$ cat config.mk
export PLATFORM = sky130hd
export DESIGN_NAME = processing_element_ws_db
export DESIGN_NICKNAME = d
export VERILOG_FILES = /design/src/rtl/processing_element_ws_db.sv
export SDC_FILE = /design/constraint.sdc
export NUM_CORES = 1
export LEC_CHECK = 0
export CORE_MARGIN = 5
export CORE_UTILIZATION = 60
export DETAILED_ROUTE_END_ITERATION = 10
export PLACE_DENSITY = 0.83
export SLEW_MARGIN = 20
export SYNTH_ARGS = -nofsm -noshare
export SYNTH_HDL_FRONTEND = slang
export SYNTH_SLANG_ARGS = --single-unit
export TNS_END_PERCENT = 1
$ cat constraint.sdc
create_clock -name clk -period 14.1 [get_ports clk]
set_input_delay 2.82 -clock clk [delete_from_list [all_inputs] [get_ports clk]]
set_output_delay 2.82 -clock clk [all_outputs]
set_load 0.02 [all_outputs]
$ cat src/rtl/processing_element_ws_db.sv
// Weight-stationary systolic PE with a double-buffered weight (shadow load chain + active copy),
// a STAGE-deep valid-tracked multiply pipeline, global stall, optional saturation and zero-skip counting.
module processing_element_ws_db #(
  parameter int WIDTH_A     = 16,
  parameter int WIDTH_W     = 16,
  parameter int WIDTH_MAC   = 48,
  parameter int STAGE       = 1,
  parameter int SIGNED      = 0,
  parameter int SATURATE    = 0,
  parameter int ZERO_GATING = 1,
  parameter int WIDTH_CNT   = 16
) (
  input  logic                 clk,
  input  logic                 rst,
  input  logic                 pipeline_en,
  input  logic                 clear,
  input  logic [WIDTH_A-1:0]   act_in,
  input  logic                 act_valid_in,
  input  logic [WIDTH_MAC-1:0] psum_in,
  output logic [WIDTH_A-1:0]   act_out,
  output logic                 act_valid_out,
  output logic [WIDTH_MAC-1:0] psum_out,
  output logic                 psum_valid_out,
  input  logic [WIDTH_W-1:0]   wei_in,
  input  logic                 wei_shift_en,
  output logic [WIDTH_W-1:0]   wei_out,
  input  logic                 wei_swap,
  output logic                 wei_swap_out,
  output logic                 overflow,
  output logic [WIDTH_CNT-1:0] zero_skip_cnt
);
  localparam int WP = WIDTH_A + WIDTH_W;

  logic [WIDTH_W-1:0]   shadow_q, shadow_d, active_q, active_d;
  logic                 swap_out_q, swap_out_d;
  logic [WIDTH_A-1:0]   act_out_q, act_out_d;
  logic                 act_vout_q, act_vout_d;
  logic                 s0_vld_q, s0_vld_d, s0_zero_q, s0_zero_d;
  logic [WIDTH_A-1:0]   s0_act_q, s0_act_d;
  logic [WIDTH_W-1:0]   s0_wei_q, s0_wei_d;
  logic [WIDTH_MAC-1:0] s0_psum_q, s0_psum_d;
  logic [WIDTH_CNT-1:0] cnt_q, cnt_d;
  logic [WIDTH_MAC-1:0] psum_out_q, psum_out_d;
  logic                 psum_vld_q, psum_vld_d;
  logic                 ovf_q, ovf_d;
  logic                 gate;

  // NOTE: every variable assigned in an always_comb gets a default first, so no path infers a latch.
  always_comb begin
    shadow_d   = wei_shift_en ? wei_in : shadow_q;
    active_d   = wei_swap ? shadow_q : active_q;  // same-cycle shift: active takes the old shadow
    swap_out_d = wei_swap;
    gate       = (ZERO_GATING != 0) && act_valid_in && (act_in == '0 || active_q == '0);
    act_out_d  = act_out_q;
    act_vout_d = act_vout_q;
    s0_vld_d   = s0_vld_q;
    s0_zero_d  = s0_zero_q;
    s0_act_d   = s0_act_q;
    s0_wei_d   = s0_wei_q;
    s0_psum_d  = s0_psum_q;
    cnt_d      = cnt_q;
    if (clear) begin
      act_out_d  = '0;
      act_vout_d = 1'b0;
      s0_vld_d   = 1'b0;
      s0_zero_d  = 1'b0;
      s0_act_d   = '0;
      s0_wei_d   = '0;
      s0_psum_d  = '0;
      cnt_d      = '0;
    end else if (pipeline_en) begin
      act_out_d  = act_in;
      act_vout_d = act_valid_in;
      s0_vld_d   = act_valid_in;
      s0_zero_d  = gate;
      s0_psum_d  = psum_in;
      // Gated issues leave the multiplier operands untouched so they do not toggle.
      if (!gate) begin
        s0_act_d = act_in;
        s0_wei_d = active_q;
      end
      if (gate && cnt_q != '1) cnt_d = cnt_q + 1'b1;
    end
  end

  // NOTE: sequential state uses non-blocking assignments so all flops update from pre-edge values.
  always_ff @(posedge clk or posedge rst) begin
    if (rst) begin
      shadow_q   <= '0;
      active_q   <= '0;
      swap_out_q <= 1'b0;
      act_out_q  <= '0;
      act_vout_q <= 1'b0;
      s0_vld_q   <= 1'b0;
      s0_zero_q  <= 1'b0;
      s0_act_q   <= '0;
      s0_wei_q   <= '0;
      s0_psum_q  <= '0;
      cnt_q      <= '0;
    end else begin
      shadow_q   <= shadow_d;
      active_q   <= active_d;
      swap_out_q <= swap_out_d;
      act_out_q  <= act_out_d;
      act_vout_q <= act_vout_d;
      s0_vld_q   <= s0_vld_d;
      s0_zero_q  <= s0_zero_d;
      s0_act_q   <= s0_act_d;
      s0_wei_q   <= s0_wei_d;
      s0_psum_q  <= s0_psum_d;
      cnt_q      <= cnt_d;
    end
  end

  // Operands are extended to WP bits first; the low WP bits of that product are the exact result.
  logic [WP-1:0]        a_ext, w_ext, prod;
  logic [WIDTH_MAC-1:0] prod_ext;
  always_comb begin
    a_ext    = {{WIDTH_W{(SIGNED != 0) && s0_act_q[WIDTH_A-1]}}, s0_act_q};
    w_ext    = {{WIDTH_A{(SIGNED != 0) && s0_wei_q[WIDTH_W-1]}}, s0_wei_q};
    prod     = s0_zero_q ? '0 : a_ext * w_ext;
    prod_ext = {{(WIDTH_MAC-WP){(SIGNED != 0) && prod[WP-1]}}, prod};
  end

  logic                 t_vld;
  logic [WIDTH_MAC-1:0] t_prod, t_psum;

  if (STAGE == 0) begin : g_no_stage
    assign t_vld  = s0_vld_q;
    assign t_prod = prod_ext;
    assign t_psum = s0_psum_q;
  end else begin : g_stage
    logic                 p_vld_q  [STAGE];
    logic                 p_vld_d  [STAGE];
    logic [WIDTH_MAC-1:0] p_prod_q [STAGE];
    logic [WIDTH_MAC-1:0] p_prod_d [STAGE];
    logic [WIDTH_MAC-1:0] p_psum_q [STAGE];
    logic [WIDTH_MAC-1:0] p_psum_d [STAGE];

    always_comb begin
      p_vld_d  = p_vld_q;
      p_prod_d = p_prod_q;
      p_psum_d = p_psum_q;
      for (int i = 0; i < STAGE; i++) begin
        if (clear) begin
          p_vld_d[i]  = 1'b0;
          p_prod_d[i] = '0;
          p_psum_d[i] = '0;
        end else if (pipeline_en) begin
          p_vld_d[i]  = (i == 0) ? s0_vld_q  : p_vld_q[(i == 0) ? 0 : i-1];
          p_prod_d[i] = (i == 0) ? prod_ext  : p_prod_q[(i == 0) ? 0 : i-1];
          p_psum_d[i] = (i == 0) ? s0_psum_q : p_psum_q[(i == 0) ? 0 : i-1];
        end
      end
    end

    // NOTE: the pipeline arrays are small flop stages, not RAM, so they are reset like any other register.
    always_ff @(posedge clk or posedge rst) begin
      if (rst) begin
        for (int i = 0; i < STAGE; i++) begin
          p_vld_q[i]  <= 1'b0;
          p_prod_q[i] <= '0;
          p_psum_q[i] <= '0;
        end
      end else begin
        p_vld_q  <= p_vld_d;
        p_prod_q <= p_prod_d;
        p_psum_q <= p_psum_d;
      end
    end

    assign t_vld  = p_vld_q[STAGE-1];
    assign t_prod = p_prod_q[STAGE-1];
    assign t_psum = p_psum_q[STAGE-1];
  end

  logic [WIDTH_MAC:0]   sum_full;
  logic [WIDTH_MAC-1:0] sum_wrap, sat_val, result;
  logic                 ovf;
  always_comb begin
    sum_full = {1'b0, t_psum} + {1'b0, t_prod};
    sum_wrap = sum_full[WIDTH_MAC-1:0];
    if (SIGNED != 0) begin
      ovf     = (t_psum[WIDTH_MAC-1] == t_prod[WIDTH_MAC-1]) &&
                (sum_wrap[WIDTH_MAC-1] != t_psum[WIDTH_MAC-1]);
      sat_val = t_psum[WIDTH_MAC-1] ? {1'b1, {(WIDTH_MAC-1){1'b0}}} : {1'b0, {(WIDTH_MAC-1){1'b1}}};
    end else begin
      ovf     = sum_full[WIDTH_MAC];
      sat_val = '1;
    end
    result     = ((SATURATE != 0) && ovf) ? sat_val : sum_wrap;
    psum_out_d = psum_out_q;
    psum_vld_d = psum_vld_q;
    ovf_d      = ovf_q;
    if (clear) begin
      psum_out_d = '0;
      psum_vld_d = 1'b0;
      ovf_d      = 1'b0;
    end else if (pipeline_en) begin
      psum_vld_d = t_vld;
      if (t_vld) psum_out_d = result;
      if (t_vld && ovf) ovf_d = 1'b1;
    end
  end

  always_ff @(posedge clk or posedge rst) begin
    if (rst) begin
      psum_out_q <= '0;
      psum_vld_q <= 1'b0;
      ovf_q      <= 1'b0;
    end else begin
      psum_out_q <= psum_out_d;
      psum_vld_q <= psum_vld_d;
      ovf_q      <= ovf_d;
    end
  end

  assign act_out        = act_out_q;
  assign act_valid_out  = act_vout_q;
  assign psum_out       = psum_out_q;
  assign psum_valid_out = psum_vld_q;
  assign wei_out        = shadow_q;
  assign wei_swap_out   = swap_out_q;
  assign overflow       = ovf_q;
  assign zero_skip_cnt  = cnt_q;
endmodule

Word-level counts from Yosys, hierarchy flattened
Index checks and enable logic that the tools add are counted.

operators by class
  multiplexer cells = 32
  $mul = 1
  add/sub/neg operators = 2
  equality and inequality tests = 2
  reductions and logical operators = 14

operators with widths
  kind                                           count
  two-way mux 48 bit                             9
  two-way mux 16 bit                             11
  adder 48 x 48 -> 49 bit                        1
  logical NOT 16 bit                             2
  multiplier 16 x 16 -> 32 bit                   1
  two-way mux 32 bit                             1
  adder 16 x 1 -> 16 bit, second input constant  1
  != test 16 bit, second input constant          1
  two-way mux 1 bit                              11
  AND reduction 2 bit                            4
  nonzero test 2 bit                             4
  logical AND 1 bit                              3
  != test 2 x 1 -> 1 bit, second input constant  1
  logical OR 1 bit                               1

storage, ports and cells
  input port bits = 87
  logic and storage cells = 67
  output and inout port bits = 100
  bits in registers = 294

Logic depth before layout (Yosys ltp)
Gate-level depths: netlist of run 1.

  word-level depth = 7
  depth in mapped cells = 25
  depth with buffers taken out = 23

Least setup slack after synthesis of run 1
OpenSTA, ideal clock, no wires.

  path type = flip-flop to flip-flop
  from = reg s0_act_q[13]
  to = reg g_stage.p_prod_q[31] in the netlist's numbering
  arrival = 6.216 ns
  library setup time = 0.064 ns
  required time = 14.036 ns
  cell stages (with the launch flop) = 23
  period minus slack after synthesis = 6.281 ns
  path buffers = 2
  path slack = 7.819 ns
  cells stage by stage = dfrtp_1 clkbuf_1 clkbuf_1 nand2_1 fa_1 fa_1 inv_1 fa_1 fa_1 fa_1 inv_1 fa_1 inv_1 ha_1 a21o_1 a31oi_1 nand3b_1 a2111oi_2 nor2_1 a41o_1 or4_4 nor4_2 a211o_1

on the way
  word-level cells in the longest chain between the ends = 4

ends and longest elaborated chain
  item                          RTL line  RTL
  start: declaration            39        logic [WIDTH_A-1:0] s0_act_q, s0_act_d;
  start signal: assignment      108       s0_act_q <= s0_act_d;
  multiplier 16 x 16 -> 32 bit  121       prod = s0_zero_q ? '0 : a_ext * w_ext;
  two-way mux 32 bit            121
  two-way mux 48 bit            149       end else if (pipeline_en) begin
  two-way mux 48 bit            145       if (clear) begin
  end signal: assignment        167       p_prod_q <= p_prod_d;
  end: declaration              135       logic [WIDTH_MAC-1:0] p_prod_q [STAGE];

Every way passes these cells. The select of a mux whose other input is x is not followed.
A chain may end at the register's enable or synchronous reset.

Worst setup path in the final report of run 1
  from = reg s0_wei_q[1]
  to = reg g_stage.p_prod_q[31] in the netlist's numbering

on the way
  word-level cells in the longest chain between the ends = 4

ends and longest elaborated chain
  item                          RTL line  RTL
  start: declaration            40        logic [WIDTH_W-1:0] s0_wei_q, s0_wei_d;
  start signal: assignment      109       s0_wei_q <= s0_wei_d;
  multiplier 16 x 16 -> 32 bit  121
  two-way mux 32 bit            121
  two-way mux 48 bit            149
  two-way mux 48 bit            145

Every way passes these cells. The select of a mux whose other input is x is not followed.

==> results.txt, run 1 <==
----------------------------------------------------
[Outcome]
  Outcome ... complete, no violations

[Worst setup path]
  Type of element capturing the critical path ... flip-flop
  Kind of start point of the critical path ... flip-flop
  Required time at the endpoint of the critical path ... 14.62 ns
  Data arrival at the endpoint of the critical path ... roughly 7.4 ns
  Crit path max fanout ... 17
  Type of the worst setup path ... flip-flop to flip-flop

[Clock tree]
  Level count of the clock H-tree ... 1
  Number of resized instances in the post-cts repair step ... 0
  Clock net sink count ... 278
  Postcts setup bufs ... 0
  Buffer depth of the longest clock path ... 3
  Root buffer cell ... sky130_fd_sc_hd__clkbuf_16
  CTS tree ... yes
  Number of buffers created by CTS ... 29
  Clock transition at the registers of the reported paths ... approximately 0.080 ns
  CTS hold repair buffers ... 0
  Latest clock arrival within the worst-skew pair ... 0.59 ns

[Flow run]
  Max cap viols ... 0

[Pwr]
  Clock group share of total power ... 0.375
  Proportion of total power due to net switching ... 0.301
  Internal power ... ~1500 uW
  Static power due to leakage ... between 0.01 and 0.015 uW
  Net Sw Power ... approximately 630 uW
  Sequential fraction of design power ... 0.431
  Maximum vdd drop ... 105 uV
  Power density of the placed cells ... 86.9 mW/mm^2
  Part of the total power dissipated in combinational logic ... 0.194

[Global routing]
  Global-route congestion overflow total ... 0
  Initial antenna violation count ... 0
  Pin count of the biggest net entering global routing ... between 100 and 150
  Global-route wire length before repair ... about 86000 um
  Number of global-route vias before repair ... between 15000 and 20000
  Overall Global Routing Usage ... 0.269

[Floorplan]
  Ports ... ~190
  Floorplan die height ... 197 um
  Die Area ... roughly 0.039 sq mm
  Number of cell rows ... just under 70
  Initial core utilization ... 0.608
  Core area ... 0.0345 sq mm
  Die width ... 197 um

[Logic synthesis]
  Yosys warning total ... 0
  Async S/R FF share, synth ... 1.00
  Syn_area_per_cell ... 9.86 sq um
  Post-synth top area cell ... sky130_fd_sc_hd__dfrtp_1
  Total standard cell area after synthesis ... 0.0210 sq mm
  Number of synthesized flops with an enable pin ... 0
  Area share of the leading cell type in the synthesized netlist ... 0.331
  Cells after synthesis ... 2130
  Sequential cell area fraction in the yosys report ... 0.331
  Total of flip-flops plus latches after synthesis ... between 200 and 300
  Count of unique library cells instantiated by Yosys ... 60
  Synthesized Nets ... roughly 2500
  Top FF cell, synth ... sky130_fd_sc_hd__dfrtp_1
  Dominant cells by area after synthesis ... sky130_fd_sc_hd__dfrtp_1 (33%), sky130_fd_sc_hd__fa_1 (19%), sky130_fd_sc_hd__ha_1 (8.2%), sky130_fd_sc_hd__mux2i_1 (5.4%), sky130_fd_sc_hd__nand2_1 (4.8%)

[Timing]
  Max frequency ... 146 MHz
  Min Tclk post-route ... a little under 7 ns
  Unrepaired setup endpoints after global routing ... no
  Worst hold margin ... slightly below 0.5 ns
  Part of the cycle the worst path needs ... 0.486
  Pins over their slew limit ... 0
  Final-layout setup total negative slack ... 0 ns
  Post-route clock skew ... between 0.01 and 0.015 ns
  Count of final setup violators ... 0
  Final Hold Viols ... 0
  Tightest slew margin relative to the limit ... 0.347
  Slew @ Worst Pin ... approximately 1 ns

[Min path]
  Type of the tightest min-delay check ... flip-flop to flip-flop

[Finish]
  Number of nets in the finished design ... between 2000 and 3000
  Commonest cells after routing, fill and taps aside ... sky130_fd_sc_hd__dfrtp_1 (278), sky130_fd_sc_hd__nand2_1 (268), sky130_fd_sc_hd__inv_1 (246)
  Count of antenna diodes in the layout ... 0
  Fraction of final layout cells with drive strength greater than 1 ... 0.0456
  Layout Area Growth over Synthesis ... 15.0%
  Most common cell after layout, fill and taps aside ... sky130_fd_sc_hd__dfrtp_1

[Place]
  Weighted congestion at the end of routability-driven global placement ... a little under 0.9
  Estimated wirelength of the detail-placed design ... 38300 um
  Number of buffer cells added on primary ports ... roughly 190

[Route]
  Post-route antenna net violation count ... 0
  Wire length after detailed routing ... between 50000 and 60000 um
  Number of design rule violations left after detail routing ... 0
  Routed vias/inst ... about 5.7
  Via count of the routed design ... ~16000
  Starting DRC count in detailed routing ... 968
  Wire length per cell ... 18.7 um
  Count of TritonRoute iterations in the first routing pass ... 5

----------------------------------------------------
critical path: stages (launching register included):
cell	delay [ns]
sky130_fd_sc_hd__dfrtp_1	0.80
sky130_fd_sc_hd__nand2_1	0.17
sky130_fd_sc_hd__fa_1	0.54
sky130_fd_sc_hd__fa_1	0.55
sky130_fd_sc_hd__inv_1	0.05
sky130_fd_sc_hd__fa_1	0.48
sky130_fd_sc_hd__fa_1	0.51
sky130_fd_sc_hd__fa_1	0.50
sky130_fd_sc_hd__inv_1	0.05
sky130_fd_sc_hd__fa_1	0.48
sky130_fd_sc_hd__inv_1	0.04
sky130_fd_sc_hd__ha_1	0.35
sky130_fd_sc_hd__a21o_1	0.23
sky130_fd_sc_hd__a31oi_1	0.24
sky130_fd_sc_hd__nand3b_1	0.15
sky130_fd_sc_hd__a2111oi_2	0.29
sky130_fd_sc_hd__nor2_1	0.17
sky130_fd_sc_hd__a41o_1	0.31
sky130_fd_sc_hd__or4_4	0.44
sky130_fd_sc_hd__nor4_2	0.26
sky130_fd_sc_hd__a211o_1	0.13
state kept, by name, summed over array words and instances, names as in the netlist:
signal and count:
psum_out 48, s0_vld_q 1, act_out 16, overflow 1, psum_valid_out 1, s0_psum_q 48
g_stage.p_vld_q 1, s0_wei_q 16, g_stage.p_prod_q 32, active_q 16, s0_act_q 16, g_stage.p_psum_q 48
wei_out 16, wei_swap_out 1, s0_zero_q 1, zero_skip_cnt 16
layer usage:
layer  wire [um]  GRT usage  share of wire  vias up
met3        3110     0.0450          0.061      119
met4        1660     0.0853          0.032        0
met1       21100      0.359           0.41     7869
met5           0          0              0        -
li1            -          -              -     7245
met2       25300      0.456           0.49      492
power groups by stage:
| stage | Combinational, uW | Clock (uW) | Sequential, uW |
|---|---|---|---|
| after floorplan | 288 | 0 | 888 |
| after global placement | 393 | 0 | 914 |
| after detailed placement | 407 | 0 | 917 |
| after CTS | 410 | 802 | 903 |
| after global routing | 461 | 834 | 911 |
| final | 407 | 788 | 905 |
cells by family (layout without fill, tap and decap cells):
group / count (synthesis) / after routing / synth area share
compound gates: 305 / 305 / 0.0940
xor+xnor: 81 / 81 / 0.0338
fa+ha+maj: 332 / 332 / 0.267
buf+inv: 343 / 496 / 0.0614
flops: 278 / 278 / 0.331
mux: 146 / 146 / 0.0715
simple gates: 645 / 645 / 0.141
area by class of cell:
cell class | instances | area [sq um]
multi-input cells | 1509 | 12800
fillers | 2585 | 10400
flip-flops and latches | 278 | 6960
repair buffers | 196 | 1940
inverters | 247 | 935
clock buffers | 39 | 793
well taps | 455 | 569
clock inverters | 14 | 179
Yosys cell counts (4+ instances only):
master                     instances
sky130_fd_sc_hd__nand3_1          18
sky130_fd_sc_hd__mux2i_1         114
sky130_fd_sc_hd__xor2_1           37
sky130_fd_sc_hd__or3_1             4
sky130_fd_sc_hd__and2_1          118
sky130_fd_sc_hd__dfrtp_1         278
sky130_fd_sc_hd__nor2b_1           5
sky130_fd_sc_hd__o21ai_1          51
sky130_fd_sc_hd__buf_1             5
sky130_fd_sc_hd__ha_1            137
sky130_fd_sc_hd__clkbuf_1         90
sky130_fd_sc_hd__a21oi_1          65
sky130_fd_sc_hd__a22o_1           40
sky130_fd_sc_hd__a21boi_1          7
sky130_fd_sc_hd__nor4_1           10
sky130_fd_sc_hd__nand4_1          18
sky130_fd_sc_hd__a211o_1           6
sky130_fd_sc_hd__o211ai_1          7
sky130_fd_sc_hd__xnor2_1          44
sky130_fd_sc_hd__o31ai_1           5
sky130_fd_sc_hd__o21ai_0          45
sky130_fd_sc_hd__nor2_1          163
sky130_fd_sc_hd__nor3_1            8
sky130_fd_sc_hd__and3_1           12
sky130_fd_sc_hd__a211oi_1          6
sky130_fd_sc_hd__fa_1            195
sky130_fd_sc_hd__a31oi_1          12
sky130_fd_sc_hd__o21bai_1         12
sky130_fd_sc_hd__o21a_1            6
sky130_fd_sc_hd__a21o_1           19
sky130_fd_sc_hd__mux2_2           32
sky130_fd_sc_hd__inv_1           247
sky130_fd_sc_hd__nand2b_1          7
sky130_fd_sc_hd__and4_1            5
sky130_fd_sc_hd__nand2_1         268
metrics by stage:
stage / util / std cells / total power, uW / instance area [sq um] / worst slack, ns
2_1_floorplan: - / 2130 / 1180 / 21000 / 3.61
6_report: 0.699 / 2738 / 2100 / 24200 / 7.25
4_1_cts: 0.699 / 2738 / 2110 / 24100 / 7.29
5_1_grt: 0.699 / 2738 / 2210 / 24200 / 6.97
3_5_place_dp: 0.671 / 2685 / 1320 / 23200 / 7.30
3_3_place_gp: 0.671 / 2685 / 1310 / 23200 / 7.56
worst paths after layout:
| check | slack [ns] | cells after the start | from | to |
|---|---|---|---|---|
| max | 7.25 | 20 | s0_wei_q[1]$_DFFE_PP0P_ | g_stage.p_prod_q[31]$_DFFE_PP0P_ |
| min | 0.48 | 2 | psum_out[38]$_DFFE_PP0P_ | psum_out[38]$_DFFE_PP0P_ |
| min in group asynchronous | 2.75 | 2 | rst | s0_psum_q[38]$_DFFE_PP0P_ |
| max in group asynchronous | 9.19 | 4 | rst | s0_psum_q[3]$_DFFE_PP0P_ |
| max reg2reg | 7.25 | 20 | s0_wei_q[1]$_DFFE_PP0P_ | g_stage.p_prod_q[31]$_DFFE_PP0P_ |
| min reg2reg | 0.48 | 2 | psum_out[38]$_DFFE_PP0P_ | psum_out[38]$_DFFE_PP0P_ |
(Power assumes the default switching activity.)
==> run 2, diff against run 1 <==
==> constraint.sdc (replaced) <==
create_clock -name clk -period 7.1 [get_ports clk]
set_input_delay 1.42 -clock clk [delete_from_list [all_inputs] [get_ports clk]]
set_output_delay 1.42 -clock clk [all_outputs]
set_load 0.02 [all_outputs]
==> run 2 against run 1 <==
Against the previous run: die area stayed put; cell count increased by 0.44%; register-to-register slack got worse by 6.9 ns; critical path type unchanged; largest cell class unchanged.
==> results.txt, run 2 (synthesis results as in run 1) <==
----------------------------------------------------
[Finish]
  Commonest cells after routing, fill and taps aside ... sky130_fd_sc_hd__dfrtp_1 (278), sky130_fd_sc_hd__nand2_1 (268), sky130_fd_sc_hd__inv_1 (246) (unchanged)
  Number of nets in the finished design ... 2692 (was 2680)
  Count of antenna diodes in the layout ... 0 (unchanged)
  Fraction of final layout cells with drive strength greater than 1 ... 0.0519 (was 0.0456)
  Count of fill cells added during filler insertion ... 2552 (was 2585)
  Final Util ... 0.703 (was 0.699)
  Layout Area Growth over Synthesis ... 15.7% (was 15.0%)
  Most common cell after layout, fill and taps aside ... sky130_fd_sc_hd__dfrtp_1 (unchanged)

[Timing]
  Part of the cycle the worst path needs ... 0.956 (was 0.486)
  Unrepaired setup endpoints after global routing ... no (unchanged)
  Final Hold Viols ... 0 (unchanged)
  Final-layout setup total negative slack ... 0 ns (unchanged)
  Max frequency ... 147 MHz (was 146 MHz)
  Slew @ Worst Pin ... 0.964 ns (was 0.979 ns)
  Count of final setup violators ... 0 (unchanged)
  Pins over their slew limit ... 0 (unchanged)
  Tightest slew margin relative to the limit ... 0.355 (was 0.347)
  Post-route clock skew ... 0.0361 ns (was 0.0149 ns)
  Min Tclk post-route ... 6.79 ns (was 6.85 ns)
  Least setup slack across all paths after layout ... 0.311 ns (was 7.25 ns)

[Outcome]
  Outcome ... complete, no violations (unchanged)

[Worst setup path]
  Required time at the endpoint of the critical path ... 7.61 ns (was 14.62 ns)
  Standard cell with the maximum stage delay on the critical path ... sky130_fd_sc_hd__dfrtp_1 (unchanged)
  Critical path's most frequent cell ... sky130_fd_sc_hd__fa_1 (unchanged)
  Setup slack, reg-to-reg ... 0.31 ns (was 7.25 ns)
  Data arrival at the endpoint of the critical path ... 7.30 ns (was 7.37 ns)
  Largest delay contributor family on the critical path ... adder cells (unchanged)
  Crit path max fanout ... 17 (unchanged)
  CP Buf/Inv Count ... 3 (unchanged)
  Kind of start point of the critical path ... flip-flop (unchanged)
  CP Cell Sequence ... nand2_1 -> fa_1 -> inv_1 -> fa_1 -> fa_1 -> fa_1 -> fa_1 -> inv_1 -> fa_1 -> inv_1 -> ha_1 -> a21o_1 -> a31oi_1 -> nand3b_1 -> a2111oi_2 -> nor2_1 -> a41o_1 -> or4_4 -> nor4_2 -> a211o_1 (was nand2_1 -> fa_1 -> fa_1 -> inv_1 -> fa_1 -> fa_1 -> fa_1 -> inv_1 -> fa_1 -> inv_1 -> ha_1 -> a21o_1 -> a31oi_1 -> nand3b_1 -> a2111oi_2 -> nor2_1 -> a41o_1 -> or4_4 -> nor4_2 -> a211o_1)
  Largest stage delay on the critical path ... 0.82 ns (was 0.80 ns)
  Type of element capturing the critical path ... flip-flop (unchanged)
  Type of the worst setup path ... flip-flop to flip-flop (unchanged)

[Global routing]
  Initial antenna violation count ... 0 (unchanged)
  Global-route wire length before repair ... 86300 um (was 85800 um)
  Pin count of the biggest net entering global routing ... 165 (was 121)
  Overall Global Routing Usage ... 0.269 (about the same)
  Number of global-route vias before repair ... 17168 (was 16742)
  Global-route congestion overflow total ... 0 (unchanged)

[Pwr]
  Part of the total power dissipated in combinational logic ... 0.194 (about the same)
  Overall power after layout ... 4230 uW (was 2100 uW)
  Static power due to leakage ... 0.0118 uW (was 0.0117 uW)
  Net Sw Power ... 1230 uW (was 632 uW)
  Clock group share of total power ... 0.383 (was 0.375)
  Internal power ... 2990 uW (was 1470 uW)
  Maximum vdd drop ... 205 uV (was 105 uV)
  Proportion of total power due to net switching ... 0.292 (was 0.301)
  Power density of the placed cells ... 174 mW/mm^2 (was 86.9 mW/mm^2)
  Sequential fraction of design power ... 0.423 (was 0.431)

[Route]
  Count of TritonRoute iterations in the first routing pass ... 5 (unchanged)
  Number of design rule violations left after detail routing ... 0 (unchanged)
  Via count of the routed design ... 15877 (was 15725)
  Wire length per cell ... 18.5 um (was 18.7 um)
  Wire length after detailed routing ... 51000 um (was 51200 um)
  Post-route antenna net violation count ... 0 (unchanged)
  Starting DRC count in detailed routing ... 993 (was 968)
  Routed vias/inst ... 5.77 (was 5.74)

[Clock tree]
  Root buffer cell ... sky130_fd_sc_hd__clkbuf_16 (unchanged)
  Number of buffers created by CTS ... 29 (unchanged)
  Level count of the clock H-tree ... 1 (unchanged)
  Number of resized instances in the post-cts repair step ... 0 (unchanged)
  Clock net sink count ... 278 (unchanged)
  CTS tree ... yes (unchanged)
  Buffer depth of the longest clock path ... 3 (unchanged)
  Clock transition at the registers of the reported paths ... 0.06 ns (was 0.08 ns)
  CTS hold repair buffers ... 0 (unchanged)
  Latest clock arrival within the worst-skew pair ... 0.57 ns (was 0.59 ns)
  Postcts setup bufs ... 0 (unchanged)

[Place]
  Number of buffer cells added on primary ports ... 186 (unchanged)
  Weighted congestion at the end of routability-driven global placement ... 0.906 (was 0.887)
  Worst slack, placed ... 0.382 ns (was 7.30 ns)
  Estimated wirelength of the detail-placed design ... 38800 um (was 38300 um)

[Floorplan]
  Ports ... 187 (unchanged)
  Core area ... 0.0345 sq mm (unchanged)
  Die width ... 197 um (unchanged)
  Number of cell rows ... 68 (unchanged)
  Floorplan die height ... 197 um (unchanged)
  Initial core utilization ... 0.608 (unchanged)
  Die Area ... 0.0388 sq mm (unchanged)

[Flow run]
  Max cap viols ... 0 (unchanged)

[Min path]
  Type of the tightest min-delay check ... flip-flop to flip-flop (unchanged)

----------------------------------------------------
run 2: changes by cell type in the layout (fill, tap and decap cells not counted), sizes merged:
cell / previous run / this run
buf: 12 / 24
clkbuf: 39 / 36
clkinvlp: 2 / 5
bufinv: 3 / 5
clkinv: 7 / 6
inv: 249 / 248
run 2: tightest hold or removal path: cells and delay by family (launching register included):
kind,cells,cell delay (ns)
flip-flops,1,0.34
AO/OA/AOI/OAI,1,0.06
AND/OR/NAND/NOR,1,0.05
run 2: cell type report:
type                            instances  area (sq um)  area share
Sequential cell                       278          6960       0.286
Clock inverter                         17           230     0.00948
Clock buffer                           36           792      0.0326
Multi-Input combinational cell       1509         12800       0.526
Tap cell                              455           569      0.0234
Timing Repair Buffer                  208          2040      0.0839
Inverter                              247           931      0.0383
run 2: through the flow:
| step | hold slack [ns] | instance area, sq um | cells |
|---|---|---|---|
| finish | 0.484 | 24300 | 2750 |
| global route | 0.519 | 24300 | 2750 |
| CTS | 0.490 | 24300 | 2750 |
| detailed placement | 0.477 | 23300 | 2697 |
| global placement | 0.469 | 23300 | 2697 |
| floorplan | 0.455 | 21000 | 2130 |
run 2: path summary, 6_finish.rpt:
kind,start,to,depth (start not counted)
worst min-delay path,psum_out[46]$_DFFE_PP0P_,psum_out[46]$_DFFE_PP0P_,2
min in group asynchronous,rst,s0_psum_q[37]$_DFFE_PP0P_,2
worst min register to register,psum_out[46]$_DFFE_PP0P_,psum_out[46]$_DFFE_PP0P_,2
max in group asynchronous,rst,wei_out[0]$_DFFE_PP0P_,4
worst max-delay path,s0_wei_q[8]$_DFFE_PP0P_,g_stage.p_prod_q[31]$_DFFE_PP0P_,20
worst max register to register,s0_wei_q[8]$_DFFE_PP0P_,g_stage.p_prod_q[31]$_DFFE_PP0P_,20
run 2: routing by layer:
metal | vias to the layer above | GRT usage | wire length [um]
met5 | - | 0 | 0
li1 | 7243 | - | -
met1 | 7985 | 0.348 | 20700
met3 | 129 | 0.0483 | 3010
met2 | 520 | 0.462 | 25300
met4 | 0 | 0.0912 | 1930
run 2: power groups by stage:
| stage | clock network, uW | registers [uW] | logic, uW |
|---|---|---|---|
| global placement | 0 | 1810 | 794 |
| floorplan | 0 | 1760 | 573 |
| CTS | 1650 | 1780 | 825 |
| detailed placement | 0 | 1810 | 818 |
| global route | 1720 | 1800 | 921 |
| finish | 1620 | 1790 | 819 |
